$ cat src/rtl/config_pkg.sv
// Shared configuration for the row-wise datapath:
// element/vector types, FU op codes and sequencer states.
package config_pkg;

   localparam int D = 4;
   localparam int FP_W = 16;
   localparam int DEF_NUM_VREGS = 8;

   typedef logic signed [FP_W-1:0] fixed_point_t;
   typedef fixed_point_t [D-1:0] vector_t;

   typedef enum logic [2:0] {
      OP_ADD = 3'd0,
      OP_SUB = 3'd1,
      OP_MUL = 3'd2,
      OP_DIV = 3'd3,
      OP_EXP = 3'd4,
      OP_SIG = 3'd5
   } operation_t;

   typedef enum logic [2:0] {
      S_IDLE,
      S_READ,
      S_ISSUE,
      S_RUN,
      S_WB
   } seq_state_e;

   function automatic logic op_legal(operation_t op);
      case (op)
         OP_ADD, OP_SUB, OP_MUL,
         OP_DIV, OP_EXP, OP_SIG: return 1'b1;
         default:                return 1'b0;
      endcase
   endfunction

endpackage

$ cat src/rtl/rowwise_sequencer.sv
// Initiator of the row-wise FU handshake: reads two vectors,
// runs the FU element by element, writes the result back.
module rowwise_sequencer
   import config_pkg::*;
#(
   parameter int NUM_VREGS = DEF_NUM_VREGS,
   localparam int VREG_AW = $clog2(NUM_VREGS)
) (
   input  logic               clk_i,
   input  logic               rst_ni,
   input  logic               instr_valid_i,
   output logic               instr_ready_o,
   input  operation_t         instr_op_i,
   input  logic [VREG_AW-1:0] instr_rs1_i,
   input  logic [VREG_AW-1:0] instr_rs2_i,
   input  logic [VREG_AW-1:0] instr_rd_i,
   output logic [VREG_AW-1:0] rf_raddr_a_o,
   output logic [VREG_AW-1:0] rf_raddr_b_o,
   input  vector_t            rf_rdata_a_i,
   input  vector_t            rf_rdata_b_i,
   output logic               rf_we_o,
   output logic [VREG_AW-1:0] rf_waddr_o,
   output vector_t            rf_wdata_o,
   output vector_t            fu_a_o,
   output vector_t            fu_b_o,
   output operation_t         fu_op_o,
   output logic               fu_valid_o,
   input  logic               fu_ready_i,
   input  vector_t            fu_new_result_i,
   output vector_t            fu_old_result_o,
   output logic               done_o,
   output logic               err_o
);

   seq_state_e         state_q, state_d;
   operation_t         op_q;
   logic [VREG_AW-1:0] rs1_q, rs2_q, rd_q;
   vector_t            a_q, b_q, result_q;
   logic               err_q;

   always_ff @(posedge clk_i or negedge rst_ni) begin
      if (!rst_ni) begin
         state_q  <= S_IDLE;
         op_q     <= OP_ADD;
         rs1_q    <= '0;
         rs2_q    <= '0;
         rd_q     <= '0;
         a_q      <= '0;
         b_q      <= '0;
         result_q <= '0;
         err_q    <= 1'b0;
      end else begin
         state_q <= state_d;
         unique case (state_q)
            S_IDLE: begin
               if (instr_valid_i) begin
                  op_q  <= instr_op_i;
                  rs1_q <= instr_rs1_i;
                  rs2_q <= instr_rs2_i;
                  rd_q  <= instr_rd_i;
               end
            end
            S_READ: begin
               // sources captured here, so rd==rs1/rs2 is safe
               a_q   <= rf_rdata_a_i;
               b_q   <= rf_rdata_b_i;
               err_q <= !op_legal(op_q);
            end
            S_ISSUE: result_q <= '0;
            S_RUN: begin
               if (!fu_ready_i) result_q <= fu_new_result_i;
            end
            default: ;
         endcase
      end
   end

   always_comb begin
      state_d       = state_q;
      instr_ready_o = 1'b0;
      rf_raddr_a_o  = rs1_q;
      rf_raddr_b_o  = rs2_q;
      fu_valid_o    = 1'b0;
      rf_we_o       = 1'b0;
      done_o        = 1'b0;
      err_o         = 1'b0;
      unique case (state_q)
         S_IDLE: begin
            instr_ready_o = 1'b1;
            rf_raddr_a_o  = instr_rs1_i;
            rf_raddr_b_o  = instr_rs2_i;
            if (instr_valid_i) state_d = S_READ;
         end
         S_READ: begin
            state_d = op_legal(op_q) ? S_ISSUE : S_WB;
         end
         S_ISSUE: begin
            fu_valid_o = 1'b1;
            if (fu_ready_i) state_d = S_RUN;
         end
         S_RUN: begin
            // ready in the first RUN cycle is taken as done
            if (fu_ready_i) state_d = S_WB;
         end
         S_WB: begin
            rf_we_o = !err_q;
            done_o  = 1'b1;
            err_o   = err_q;
            state_d = S_IDLE;
         end
         default: state_d = S_IDLE;
      endcase
   end

   assign rf_waddr_o      = rd_q;
   assign rf_wdata_o      = result_q;
   assign fu_a_o          = a_q;
   assign fu_b_o          = b_q;
   assign fu_op_o         = op_q;
   assign fu_old_result_o = result_q;

endmodule

$ cat config.mk
export PLATFORM = sky130hd
export DESIGN_NAME = rowwise_sequencer
export DESIGN_NICKNAME = d
export VERILOG_FILES = /design/src/rtl/config_pkg.sv /design/src/rtl/rowwise_sequencer.sv
export SDC_FILE = /design/constraint.sdc
export NUM_CORES = 1
export LEC_CHECK = 0
export ABC_AREA = 1
export CAP_MARGIN = 5
export CORE_AREA = 4 4 183 185
export CTS_BUF_LIST = sky130_fd_sc_hd__clkbuf_2
export CTS_CLUSTER_SIZE = 25
export DETAILED_ROUTE_END_ITERATION = 8
export DIE_AREA = 0 0 187 189
export GPL_ROUTABILITY_DRIVEN = 0
export PLACE_DENSITY = 0.69
export SLEW_MARGIN = 25
export SYNTH_ARGS = -nofsm -noshare
export SYNTH_HDL_FRONTEND = slang
export SYNTH_SLANG_ARGS = --single-unit
$ cat constraint.sdc
create_clock -name clk_i -period 2.3 [get_ports clk_i]
set_input_delay 0.69 -clock clk_i [delete_from_list [all_inputs] [get_ports clk_i]]
set_output_delay 0.69 -clock clk_i [all_outputs]
set_load 0.05 [all_outputs]
==> summary by stage, run 1 <==
Outcome
The run finished, with violations left. The final reports fail on negative setup slack.

Critical path
The nature of the critical path endpoint is an output pin. The data arrival time at the worst-slack endpoint is around 1.9 ns. The slowest stage of the critical path belongs to the cell sky130_fd_sc_hd__dfrtp_2. The critical path crosses 4 cells after its start point. The critical path ends at rf_raddr_b_o[1]. The launching element type of the critical path is a flop. The worst path buffer plus inverter count is 1.

The worst stage delay on the critical path is 0.44 ns. The beginning of the worst register-to-register path is state_q[1]. The worst setup path startpoint is state_q[2]. The maximum fanout along the worst path is 13. The start-to-end type of the worst setup path is reg2out. In this design, the largest share of critical-path delay is due to flip-flops.

For the worst flop-to-flop path, the logic depth is 8. Traced cell by cell, the critical path runs through nor2_4 -> nand2_8 -> o21ai_2 -> buf_12. The required time of the worst setup path is 1.61 ns.

The worst register-to-register path ends at fu_a_o[50]. The slack of the worst reg-to-reg path is 0.51 ns.

Floorplan
The height of the die is 189 um. The floorplan has 66 rows. For this configuration, the core starts out at a cell density of 26.43%.

481 I/O pins were placed. The total die area is 0.03534 mm^2. Measured along the x axis, the die boundary spans 187 um.

In this run the standard cell core region covers between 0.03 and 0.04 mm^2.

Yosys
The xor/xnor cell area share of the yosys netlist is 0%. By count the netlist is led by sky130_fd_sc_hd__nand2_1 (600), sky130_fd_sc_hd__dfrtp_1 (208), sky130_fd_sc_hd__buf_4 (80), sky130_fd_sc_hd__buf_2 (21), sky130_fd_sc_hd__o21ai_0 (21). By area, the combinational part of the netlist is dominated by simple AND/OR/NAND/NOR gates. The number of nets in the synthesized netlist is between 1000 and 1500. The number of flops mapped to enable cells by yosys is 0. After synthesis, the largest area contributor takes up 61.46% of total cell area.

The synthesized netlist occupies a cell area of 0.008469 mm^2. The most frequently used flop master after synthesis is sky130_fd_sc_hd__dfrtp_1. The portion of netlist area occupied by mux cells is 0%.

Of the total synthesized cell area, the portion taken by full adders, half adders and majority gates is 0%. By area the synthesized netlist is led by sky130_fd_sc_hd__dfrtp_1 (61%), sky130_fd_sc_hd__nand2_1 (27%), sky130_fd_sc_hd__buf_4 (7.1%), sky130_fd_sc_hd__buf_2 (1.2%), sky130_fd_sc_hd__o21ai_0 (1.2%). Counting distinct cell types in the post-synthesis netlist gives 17. Counting flops with an async set or reset pin after synthesis yields a share of between 90% and 100%. The count of mapped cells out of synthesis is 977. The synthesized netlist devotes 1.359% of its cell area to compound gates. The share of synthesized area occupied by flip-flops and latches is 61.46%.

The Yosys step of the flow raised 0 warnings. The number of synthesized register bits is 208. The average instance in the mapped netlist occupies 8.669 um^2.

The cell accounting for the most synthesized area is sky130_fd_sc_hd__dfrtp_1. The most instantiated library cell after synthesis is sky130_fd_sc_hd__nand2_1. Summing the areas of all and, or, nand and nor instances in the mapped netlist gives 27.46% of the synthesized area.

GRT
The first global-routing pass estimated 46.55 mm of wire. Entering global routing, the biggest net connects between 100 and 150 pins. The overflow left after global routing is 0. The initial antenna violation count is 1. The aggregate global-route resource usage is 16.21%. The number of global-route vias before repair was 8293.

Drt
The total wire length is 29.91 mm. The post-route DRC violation count is 0. The number of optimization iterations in the first detailed-route pass is 5.

Dividing the detail-routed via count by the number of cells gives 4.209. The first routing iteration left 267 violations. The via total after detailed routing is 7985.

The residual antenna-violating net count after detailed routing is 0. The routed length per placed instance is 15.77 um.

Clock tree
The maximum level of the CTS H-tree is 2. After clock tree synthesis, the clock-pin slew on the worst setup and hold paths is around 0.11 ns. The clock latency of the later-clocked register in the worst-skew pair is 0.83 ns. For this design, the sink count on the clock tree is 208.

The number of buffers created by CTS is 58. The maximum buffer depth of the clock tree is 3. The CTS tree is built.

Clock tree synthesis selected as its root buffer the cell sky130_fd_sc_hd__clkbuf_2.

Run
Across the run, the number of max-cap violations was 0.

Worst hold path
In this run the worst hold path is classified as in2reg. The startpoint of the most critical hold path is fu_new_result_i[48].

Power
The power per standard cell area is between 1500 and 2000 mW/mm^2. IR analysis of the VDD net gives a maximum drop of 0.0008984 V. The leakage power summed over all cells is about 7.4 nW.

Finish
The final layout contains 1656 nets. The post-route core utilization is 42.81%. The final non-filler cell area is 0.01372 mm^2. Of the cells placed in the final design, the portion with a size suffix greater than 1 is 29.12%.

The signed area change from the synthesized netlist to the final layout is 61.97%. The layout has 3212 filler cells.

Timing
Of the available clock period, the critical path in the final layout requires 112.0%. The post-route worst setup slack is -0.2766 ns. The clock tree skew after final layout is 0.04941 ns. The maximum clock frequency is 388.1 MHz.

The summed negative setup slack over all endpoints is -2.713 ns. Setup repair after global routing could not meet its margin everywhere. The normalized max-slew margin is a little over half. For the pin with the worst max-slew slack, the measured transition is 0.6882 ns.

The number of hold-slack violations in the final timing report came to 0. The worst-case hold slack is 0.3849 ns. Setup violations remaining at the end of the flow were counted as 11.

The final number of max-transition violations came to 0. The post-route minimum period is 2.577 ns.

Placement
During placement, the flow inserted port buffers numbering 480. The post-DP HPWL is 21.53 mm. Summing all placed instances gives a cell area of 0.01328 mm^2.
==> cell families after synthesis <==
kind of cell           Yosys count
AOI/OAI and AO/OA               23
and+or+nand+nor                614
buffers and inverters          132
DFF                            208
==> how the worst min path moves through the flow <==
stage | slack [ns] | endpoint | cells after the start
detailed placement | 0.46 | fu_a_o[58] | 2
floorplan | 0.39 | err_q | 0
finish | 0.38 | fu_old_result_o[48] | 3
global placement | 0.46 | fu_a_o[21] | 2
global route | 0.23 | fu_b_o[30] | 3
CTS | 0.24 | fu_b_o[30] | 3
==> power breakdown <==
| group | switching (mW) | internal, mW | total (mW) |
|---|---|---|---|
| Combinational | 9.88 | 4.18 | 14.1 |
| Clock | 1.59 | 1.17 | 2.75 |
| Sequential | 1.01 | 5.18 | 6.19 |
| Total | 12.5 | 10.5 | 23.0 |
==> metrics by stage <==
step                power [mW]  std cells  setup slack [ns]
floorplan                15.43        977          -0.05853
global placement         20.23       1770        -0.0007621
detailed placement       20.41       1770           0.01016
CTS                      22.50       1882           -0.4296
global route             24.45       1897           -0.4652
finish                   23.01       1897           -0.2766
==> worst register-to-register path, stage by stage, from the launching register on <==
cell,delay [ns]
sky130_fd_sc_hd__dfrtp_2,0.41
sky130_fd_sc_hd__nor2_4,0.06
sky130_fd_sc_hd__buf_4,0.13
sky130_fd_sc_hd__buf_4,0.12
sky130_fd_sc_hd__buf_4,0.14
sky130_fd_sc_hd__nand2_4,0.09
sky130_fd_sc_hd__buf_12,0.36
sky130_fd_sc_hd__nand2_1,0.33
sky130_fd_sc_hd__nand2_1,0.11
==> flip-flops by register name (all words and copies together) (netlist names) <==
signal / cells
state_q: 3
fu_op_o: 3
fu_b_o: 64
err_q: 1
rs2_q: 3
fu_a_o: 64
rf_waddr_o: 3
rs1_q: 3
fu_old_result_o: 64
==> routing by layer <==
layer / wire [um] / vias up / share of wire, % / track usage (%)
li1: - / 3848 / - / -
met1: 11400 / 3721 / 38 / 18.26
met2: 15080 / 356 / 50 / 28.19
met3: 2571 / 60 / 8.6 / 6.250
met4: 862 / 0 / 2.9 / 5.688
met5: 0 / - / 0 / 0
==> final cells by class <==
class | instances | area [um^2] | share of cell area (%)
inverters | 22 | 97.59 | 0.7114
diodes | 2 | 5.005 | 0.03648
multi-input cells | 637 | 2570 | 18.73
well taps | 408 | 510.5 | 3.721
clock buffers | 80 | 400.4 | 2.919
clock inverters | 19 | 132.6 | 0.9668
repair buffers | 521 | 4783 | 34.87
flip-flops and latches | 208 | 5219 | 38.04
==> timing repair <==
item,in CTS,in global routing
cloned,0,0
resized for setup,1167,259
hold buffers,1,0
pin swaps,3,3
setup endpoints to repair,236,188
setup buffers,12,13
endpoints found under the hold margin,43,0
==> layout by cell type, fill, tap and decap left out <==
cell type,synthesis,routed
sky130_fd_sc_hd__clkinv_4,0,1
sky130_fd_sc_hd__clkbuf_4,0,75
sky130_fd_sc_hd__clkinv_2,0,3
sky130_fd_sc_hd__buf_12,0,19
sky130_fd_sc_hd__nand3_4,0,1
sky130_fd_sc_hd__bufinv_16,0,2
sky130_fd_sc_hd__dfrtp_1,208,197
sky130_fd_sc_hd__buf_6,0,58
sky130_fd_sc_hd__clkinv_1,0,13
sky130_fd_sc_hd__nor3_4,0,1
sky130_fd_sc_hd__buf_2,21,43
sky130_fd_sc_hd__nor3_2,0,1
sky130_fd_sc_hd__a21oi_1,1,1
sky130_fd_sc_hd__clkbuf_8,0,1
sky130_fd_sc_hd__nand3_1,4,3
sky130_fd_sc_hd__clkbuf_2,1,80
sky130_fd_sc_hd__buf_4,80,118
sky130_fd_sc_hd__o21ai_4,0,4
sky130_fd_sc_hd__inv_1,20,18
sky130_fd_sc_hd__inv_4,0,2
sky130_fd_sc_hd__dlygate4sd3_1,0,1
sky130_fd_sc_hd__nand3b_1,1,1
sky130_fd_sc_hd__nand2_1,600,596
sky130_fd_sc_hd__inv_6,0,2
sky130_fd_sc_hd__o21ai_0,21,15
sky130_fd_sc_hd__nand2_4,0,1
sky130_fd_sc_hd__clkdlybuf4s50_1,0,206
sky130_fd_sc_hd__nand2_8,0,1
sky130_fd_sc_hd__nand2_2,1,3
sky130_fd_sc_hd__o21ai_2,0,3
sky130_fd_sc_hd__dfrtp_2,0,11
sky130_fd_sc_hd__nor2_1,5,3
sky130_fd_sc_hd__nor2_4,1,3
sky130_fd_sc_hd__diode_2,0,2
No activity file was read; power rests on OpenSTA's default activity.
==> run 2, diff against run 1 <==
CORE_AREA = not set   (was 4 4 183 185)
CORE_MARGIN = 4   (was not set)
CORE_UTILIZATION = 25   (was not set)
DIE_AREA = not set   (was 0 0 187 189)
PLACE_DENSITY = 0.66   (was 0.69)
==> run 2 against run 1 <==
Net effect: the flow still finishes with violations (negative setup slack); hold slack got worse by 0.0012 ns; critical path depth did not move; core utilization fell by 3.7 points; die area rose by 4.4%; combinational power fell by 6%; wire length fell by 3.7%; setup slack improved by 0.0067 ns; flip-flop and latch count did not move; register-to-register slack got worse by 0.06 ns; sequential share of layout area rose by 1.8 points; final cell count rose by 1.2%; non-clock buffer count fell by 13; critical path type unchanged; largest cell class unchanged.
==> summary by stage, run 2 (synthesized netlist as in run 1, its figures left out) <==
Outcome
The run finished, with violations left. The final reports fail on negative setup slack.

Critical path
The launching element type of the critical path is a flop. The nature of the critical path endpoint is an output pin. The beginning of the worst register-to-register path is state_q[2]. The slack of the worst reg-to-reg path is 0.45 ns. The critical path is of the reg2out type.

The required time of the worst setup path is roughly 1.6 ns. The endpoint of the most critical register-to-register path is fu_a_o[53]. Along the worst path, the maximum fanout reaches 13. The data arrival time at the worst-slack endpoint is about 1.9 ns. The depth of the worst register-to-register path is 9.

Drt
The final layout contains routed wiring with a total length of 28.80 mm. Dividing the detail-routed wire length by the instance count gives 15.01 um. The number of violations reported at the end of detailed-routing iteration 0 is 333. The detailed router placed between 7000 and 8000 vias in this run. The first detailed-routing pass ran for 4 iterations. The residual antenna-violating net count after detailed routing is 0. The post-route DRC violation count is 0. Using the TritonRoute via totals, the vias-per-cell ratio works out to 4.069.

Finish
The area of all sequential standard cells is roughly 0.0052 mm^2. The signed area change from the synthesized netlist to the final layout is 54.59%. The multi-input logic area is 0.002570 mm^2. The final layout contains 1640 nets. The total of fill cells in the finished design is approximately 3500. The library cells used most frequently in the layout, excluding fill and tap cells, are sky130_fd_sc_hd__nand2_1 (596), sky130_fd_sc_hd__clkdlybuf4s50_1 (206), sky130_fd_sc_hd__dfrtp_1 (204), sky130_fd_sc_hd__buf_2 (160), sky130_fd_sc_hd__buf_4 (81). Cells with a size suffix above 1 make up 27.77% of the layout. Leaving out fill and tap cells, the most frequent cell in the layout is sky130_fd_sc_hd__nand2_1.

Timing
After layout, the worst path uses 111.7% of the clock period. For the finished layout, the period the worst path requires is 2.570 ns. On the final layout, the worst hold slack is 0.3837 ns. The final number of max-transition violations is 0. The number of hold-slack violations in the final timing report is 0. Setup violations remaining at the end of the flow were counted as 11.

Setup repair after global routing could not meet its margin everywhere. The transition time at the pin with the least slew margin is 0.6754 ns. The clock tree skew after final layout is 0.04343 ns. After layout, the worst setup slack is -0.2699 ns. For this run, the top clock speed supported by timing is roughly 390 MHz. The normalized max-slew margin is ~55%.

Floorplan
The effective utilization at floorplan is 25.32%. The number of I/O pins is 481. The die covers 0.03689 mm^2.

The height of the die is 192.1 um. The number of placement rows is 67. The core box area is ~0.033 mm^2. The floorplan step set the die width to 192.1 um.

Clock tree
The clock latency of the later-clocked register in the worst-skew pair is roughly 0.8 ns. The root buffer selected by CTS is sky130_fd_sc_hd__clkbuf_2. The number of buffers created by CTS is 55. Counting along the longest clock path gives a buffer depth of 3. The clock-pin transition on the worst setup and hold timing paths is 0.11 ns. The clock tree synthesis step divided the H-tree into 2 levels. Clock tree synthesis found a total of 208 sinks. TritonCTS built the clock tree.

GRT
The initial antenna violation count was 2. The overflow left after global routing is 0. The wire length of the first global-routing pass is between 40 and 50 mm. Entering global routing, the biggest net connects 132 pins. The number of global-route vias before repair was 7958.

Across every metal layer, demand over resource in global routing totals 14.73%.

Placement
The number of I/O port buffers is 480. The post-DP HPWL is 20.73 mm.

Run
Max-cap violations in this run came to 0.

Worst hold path
The worst hold path belongs to the class in2async.

Power
The worst IR drop on VDD is 0.0008350 V. The power per standard cell area is 1672 mW/mm^2. The completed layout was analyzed and its total power is between 20 and 25 mW.

The leakage power summed over all cells is 7.214 nW.
## run 2: cell types whose count changed in the layout (fill, tap and decap cells not counted), moves of 4 or more
cell / previous run / this run
sky130_fd_sc_hd__dfrtp_1: 197 / 204
sky130_fd_sc_hd__buf_4: 118 / 81
sky130_fd_sc_hd__clkbuf_4: 75 / 36
sky130_fd_sc_hd__dfrtp_2: 11 / 4
sky130_fd_sc_hd__buf_2: 43 / 160
sky130_fd_sc_hd__clkbuf_2: 80 / 76
sky130_fd_sc_hd__buf_6: 58 / 6
## run 2: worst max-delay path, stage by stage, from the launching register on
cell                      delay (ns)
sky130_fd_sc_hd__dfrtp_2        0.44
sky130_fd_sc_hd__nor2_4         0.20
sky130_fd_sc_hd__nand2_8        0.13
sky130_fd_sc_hd__o21ai_2        0.19
sky130_fd_sc_hd__buf_12         0.16
## run 2: layout make-up
cell class,count,area share [%]
diodes,2,0.03823
clock inverters,18,0.7454
well taps,448,4.281
multi-input cells,637,19.63
clock buffers,76,2.905
repair buffers,508,31.87
flip-flops and latches,208,39.79
inverters,22,0.7359
## run 2: worst max-delay path by stage
stage	endpoint	cells after the start	startpoint	slack (ns)
after global placement	rf_raddr_b_o[2]	4	instr_rs2_i[2]	0.02
after floorplan	rf_raddr_a_o[0]	5	state_q[2]	-0.06
after global routing	rf_raddr_b_o[2]	5	state_q[2]	-0.43
after detailed placement	rf_raddr_a_o[2]	4	instr_rs1_i[2]	-0.01
after CTS	rf_raddr_b_o[0]	4	state_q[1]	-0.36
final	rf_raddr_b_o[2]	4	state_q[2]	-0.27
## run 2: report_power, final
part	switching [mW]	internal, mW	total, mW
logic	9.83	3.47	13.3
registers	0.894	5.18	6.07
clock network	1.52	1.00	2.52
## run 2: layer usage
metal / up-vias / track usage [%] / wire [um]
met5: - / 0 / 0
met4: 0 / 4.745 / 682
met3: 51 / 4.980 / 2797
met2: 335 / 25.73 / 14460
met1: 3613 / 17.01 / 10870
li1: 3809 / - / -
## run 2: per-stage QoR
stage	TNS [ns]	worst slack, ns	utilization (%)	std cells	instance area, um^2
detailed placement	-0.01265	-0.01265	39.88	1808	13340
CTS	-3.481	-0.3612	38.53	1912	12890
finish	-2.199	-0.2699	39.14	1919	13090
floorplan	-0.3512	-0.05853	-	977	8469
global placement	0	0.02205	39.88	1808	13340
global route	-4.089	-0.4334	39.14	1919	13090
## run 2: what timing repair did
action                                 4_1_cts  5_1_grt
pin swaps                                    4        5
hold buffers                                 1        0
resized for setup                         1235       78
setup endpoints to repair                  247       72
setup buffers                                9        6
endpoints found under the hold margin       28        0
==> run 3, diff against run 2 <==
SLEW_MARGIN = 20   (was 25)
==> results of run 3 <==
Same layout as run 2: the final DEF is identical, and so are final timing and power.
